### config.mk
export PLATFORM = sky130hd
export DESIGN_NAME = sram_arb2
export DESIGN_NICKNAME = d
export VERILOG_FILES = /design/src/rtl/sram_arb2.sv
export SDC_FILE = /design/constraint.sdc
export NUM_CORES = 1
export LEC_CHECK = 0
export ABC_CLOCK_PERIOD_IN_PS = 2950
export CAP_MARGIN = 0
export CORE_AREA = 2 2 102 104
export DETAILED_ROUTE_END_ITERATION = 8
export DIE_AREA = 0 0 104 106
export DONT_BUFFER_PORTS = 1
export GPL_TIMING_DRIVEN = 0
export MAX_ROUTING_LAYER = met4
export PLACE_DENSITY = 0.45
export SLEW_MARGIN = 20
export SYNTH_ARGS = -nofsm -noshare
export SYNTH_HDL_FRONTEND = slang
export SYNTH_SLANG_ARGS = --single-unit
### constraint.sdc
create_clock -name hclk_i -period 2.95 [get_ports hclk_i]
set_input_delay 0.7375 -clock hclk_i [delete_from_list [all_inputs] [get_ports hclk_i]]
set_output_delay 0.7375 -clock hclk_i [all_outputs]
set_load 0.01 [all_outputs]
### src/rtl/sram_arb2.sv
// Two-port arbiter sharing one single-port SRAM with 1-cycle read latency.
// Port 0 has fixed priority; a wait counter bounds how long port 1 can be starved.
module sram_arb2 #(
    parameter int DATA_WIDTH = 32,
    parameter int ADDR_BITS  = 10,
    parameter int MAX_WAIT   = 4
) (
    input  logic                  hclk_i,
    input  logic                  hrst_n_i,
    input  logic                  req0_i,
    input  logic                  req1_i,
    input  logic                  we0_i,
    input  logic                  we1_i,
    input  logic [3:0]            wbe0_i,
    input  logic [3:0]            wbe1_i,
    input  logic [ADDR_BITS-1:0]  addr0_i,
    input  logic [ADDR_BITS-1:0]  addr1_i,
    input  logic [DATA_WIDTH-1:0] wdata0_i,
    input  logic [DATA_WIDTH-1:0] wdata1_i,
    output logic                  gnt0_o,
    output logic                  gnt1_o,
    output logic                  rvalid0_o,
    output logic                  rvalid1_o,
    output logic [DATA_WIDTH-1:0] rdata0_o,
    output logic [DATA_WIDTH-1:0] rdata1_o,
    output logic                  mem_en_o,
    output logic                  mem_we_o,
    output logic [3:0]            mem_wbe_o,
    output logic [ADDR_BITS-1:0]  mem_addr_o,
    output logic [DATA_WIDTH-1:0] mem_wdata_o,
    input  logic [DATA_WIDTH-1:0] mem_rdata_i,
    output logic [15:0]           conflict_cnt_o
);

    localparam logic [3:0] MAX_WAIT_C = 4'(MAX_WAIT);

    logic [3:0]  wait_cnt_reg, wait_cnt_next;
    logic        rd_pend_reg, rd_pend_next;
    logic        rd_id_reg, rd_id_next;
    logic [15:0] conflict_cnt_reg, conflict_cnt_next;
    logic        gnt0, gnt1;
    logic [1:0]  rvalid_vec;

    // Grants are forced low while reset is held, even with requests present.
    always_comb begin
        gnt1 = hrst_n_i & req1_i & (~req0_i | (wait_cnt_reg == MAX_WAIT_C));
        gnt0 = hrst_n_i & req0_i & ~gnt1;
    end

    assign gnt0_o = gnt0;
    assign gnt1_o = gnt1;

    always_comb begin
        mem_en_o    = gnt0 | gnt1;
        mem_we_o    = 1'b0;
        mem_wbe_o   = 4'h0;
        mem_addr_o  = '0;
        mem_wdata_o = '0;
        if (gnt0) begin
            mem_we_o    = we0_i;
            mem_wbe_o   = we0_i ? wbe0_i : 4'h0;
            mem_addr_o  = addr0_i;
            mem_wdata_o = wdata0_i;
        end else if (gnt1) begin
            mem_we_o    = we1_i;
            mem_wbe_o   = we1_i ? wbe1_i : 4'h0;
            mem_addr_o  = addr1_i;
            mem_wdata_o = wdata1_i;
        end
    end

    always_comb begin
        wait_cnt_next     = wait_cnt_reg;
        rd_pend_next      = 1'b0;
        rd_id_next        = rd_id_reg;
        conflict_cnt_next = conflict_cnt_reg;

        if (!req1_i || gnt1) begin
            wait_cnt_next = 4'h0;
        end else if (wait_cnt_reg != MAX_WAIT_C) begin
            wait_cnt_next = wait_cnt_reg + 4'd1;
        end

        // Only a granted read leaves a pending return; writes and idle cycles clear it.
        if (gnt0 || gnt1) begin
            rd_pend_next = ~mem_we_o;
            rd_id_next   = gnt1;
        end

        if (req0_i && req1_i && (conflict_cnt_reg != 16'hFFFF)) begin
            conflict_cnt_next = conflict_cnt_reg + 16'd1;
        end
    end

    always_ff @(posedge hclk_i or negedge hrst_n_i) begin
        if (!hrst_n_i) begin
            wait_cnt_reg     <= 4'h0;
            rd_pend_reg      <= 1'b0;
            rd_id_reg        <= 1'b0;
            conflict_cnt_reg <= 16'h0000;
        end else begin
            wait_cnt_reg     <= wait_cnt_next;
            rd_pend_reg      <= rd_pend_next;
            rd_id_reg        <= rd_id_next;
            conflict_cnt_reg <= conflict_cnt_next;
        end
    end

    genvar gi;
    generate
        for (gi = 0; gi < 2; gi++) begin : g_rvalid
            assign rvalid_vec[gi] = rd_pend_reg & (rd_id_reg == 1'(gi));
        end
    endgenerate

    assign rvalid0_o      = rvalid_vec[0];
    assign rvalid1_o      = rvalid_vec[1];
    assign rdata0_o       = hrst_n_i ? mem_rdata_i : '0;
    assign rdata1_o       = hrst_n_i ? mem_rdata_i : '0;
    assign conflict_cnt_o = conflict_cnt_reg;

endmodule

==> flow_summary_export.csv <==
group,metric,value,unit
routing,drcViolationCount,0,
floorplanning,die_x,104,um
outcome,status,"finished, final reports clean",
power_and_ir_drop,p_per_area,423,mW/mm2
floorplanning,ios,262,
critical_path,crit_chain,"inv_1 > ha_1 > nand3b_4 > inv_1 > a21oi_2 > clkbuf_4 > clkbuf_4 > a22o_1",
critical_path,critPathBufInv,4,
synth,yosysMostFrequentCell,"a22o_1",
timing,drv_slew,0,
timing,whs,0.160,ns
floorplanning,start_util,0.212,
routing,ant_nets,0,
synth,yosys_register_bits,22,
cts,clock_latency,0.26,ns
layout,fin_area,0.00235,mm2
layout,area_growth,11.0,%
synth,ys_warn_count,0,
routing,drt-pass1-iter-count,4,
timing,hold_violations,0,
power_and_ir_drop,max-vdd-ir-drop,151,uV
cts,tritoncts,"done",
layout,largest_reg_flops,16,
floorplanning,core,0.0100,mm2
floorplanning,rows,37,
synth,yosysTopAreaCell,"dfrtp_1",
critical_path,cpPeakStageDelay,0.41,ns
synth,synth_nets,376,
critical_path,cp.required,2.21,ns
timing,period_minus_slack,2.81,ns
placement,routabilityCongestion,0.926,
grt,grt_overflow,0,
synth,syn_area,0.00212,mm2
synth,async_flop_share,1.00,
cts,cts_made_buffers,3,
synth,synth_top_area_frac,0.260,
grt,grt_max_degree,31,
synth,syn_inst,243,
routing,drt-initial-drc-count,81,
routing,wirelength,8330,um
run,max-cap-violations,0,
timing,tns,0,ns
routing,vias,1951,
synth,synth_edf_count,0,
routing,wl_per_cell,21.6,um
grt,gr-usage-all-layers,0.141,
power_and_ir_drop,leakage,1.05,nW
critical_path,cp-start-kind,"flop",
synth,synth_area_leaders,"dfrtp_1 26%, a22o_1 17%, buf_4 11%",
synth,synthTopCellsByCount,"42 x a22o_1, 34 x and2_1, 32 x buf_4",
routing,viasPerCell,5.07,
cts,root_buffer,"clkbuf_8",
synth,yosysSeqAreaShare,0.260,
cts,htreeDepth,1,
critical_path,crit_family,"buffers and inverters",
layout,register_area,551,um2
floorplanning,die_y,106,um
timing,rsz0062_at_grt,"false",
timing,setup_violations,0,
cts,cts_setup_buffers,0,
timing,period_share,0.952,
timing,skew,0.00483,ns
layout,drive_above_1_share,0.248,
cts,numClockSinks,22,
timing,worstMarginPinSlew,0.443,ns
layout,nets,381,
critical_path,path_class,"reg2out",
placement,portBuffers,0,
layout,utilization,0.235,
synth,syn_avg_cell_area,8.73,um2
grt,antenna_found_initial,3,
synth,synth_cell_types,42,
critical_path,crit_path_top_delay_cell,"dfrtp_1",
synth,ys.flop_type,"dfrtp_1",
hold_path,hp-class,"in2async",
placement,hpwl,7080,um
critical_path,crit_path_end_kind,"output port",
placement,place_area,0.00229,mm2
cts,clk_pin_slew,0.08,ns
layout,multi_input_area,0.00126,mm2
critical_path,crit_arrival,2.07,ns
floorplanning,die_area,0.0110,mm2
timing,fmax,356,MHz
critical_path,crit_fanout,10,
grt,grt_pass1_wl,11400,um
cts,clock_path_buffers,2,
grt,grt_pass1_vias,1788,
layout,fillCellCount,1105,
timing,maxSlewHeadroom,0.701,
[layer usage]
metal | wire length [um] | global-route usage | vias up
met5 | 0 | - | -
met4 | 267 | 0.0492 | 0
met3 | 890 | 0.0546 | 12
met2 | 4240 | 0.246 | 165
met1 | 2920 | 0.146 | 908
li1 | - | - | 866
[worst paths after layout]
| path | startpoint | to | slack (ns) | cells past startpoint |
|---|---|---|---|---|
| max | wait_cnt_reg[0] | mem_wdata_o[28] | 0.14 | 8 |
| min | hrst_n_i | conflict_cnt_o[11] | 0.16 | 0 |
| max reg2reg | conflict_cnt_o[0] | conflict_cnt_o[14] | 1.14 | 5 |
| min reg2reg | rd_id_reg | rd_id_reg | 0.51 | 1 |
| max in group asynchronous | hrst_n_i | wait_cnt_reg[2] | 2.71 | 0 |
| min in group hclk_i | rd_id_reg | rd_id_reg | 0.51 | 1 |
[cells in the final DEF (no fill, tap or decap), types with 4 or more instances in the layout]
cell       n
inv_1      4
and2_1    34
dfrtp_1   22
a22o_1    42
a21oi_1    7
a32o_1     4
buf_2      5
xor2_1     5
clkbuf_1   4
nor2_1    12
buf_4     32
nand3_1   11
nand2_1    9
[timing repair]
action / in CTS / in global routing
endpoints found under the setup margin: 0 / 32
gates resized for setup: 0 / 6
hold buffers: 0 / 0
[logic make-up after synthesis]
group,after synthesis,synth area share
AO/OA/AOI/OAI,65,0.249
flip-flops,22,0.260
buffers and inverters,49,0.147
XOR/XNOR,8,0.0330
adder cells (fa/ha/maj),3,0.0177
AND/OR/NAND/NOR,90,0.261
multiplexers,6,0.0324
[area by class of cell]
class,count,area share
clock buffers,3,0.0175
flip-flops and latches,22,0.234
plain buffers,45,0.130
inverters,4,0.00638
multi-input cells,172,0.537
diodes,3,0.00319
well taps,136,0.0723
[report_power, final]
part           internal, mW  leakage, nW  switching [mW]
sequential            0.352        0.291           0.117
combinational         0.148        0.734           0.191
clock                0.0911       0.0216          0.0972
total                 0.591         1.05           0.405
[through the flow]
step	worst slack (ns)	power [mW]	instances
after global routing	0.0153	1.07	385
final	0.142	0.997	385
after CTS	0.00477	1.01	382
after floorplan	0.638	0.730	243
after detailed placement	0.303	0.817	379
after global placement	0.333	0.815	379
(Power assumes the default switching activity.)
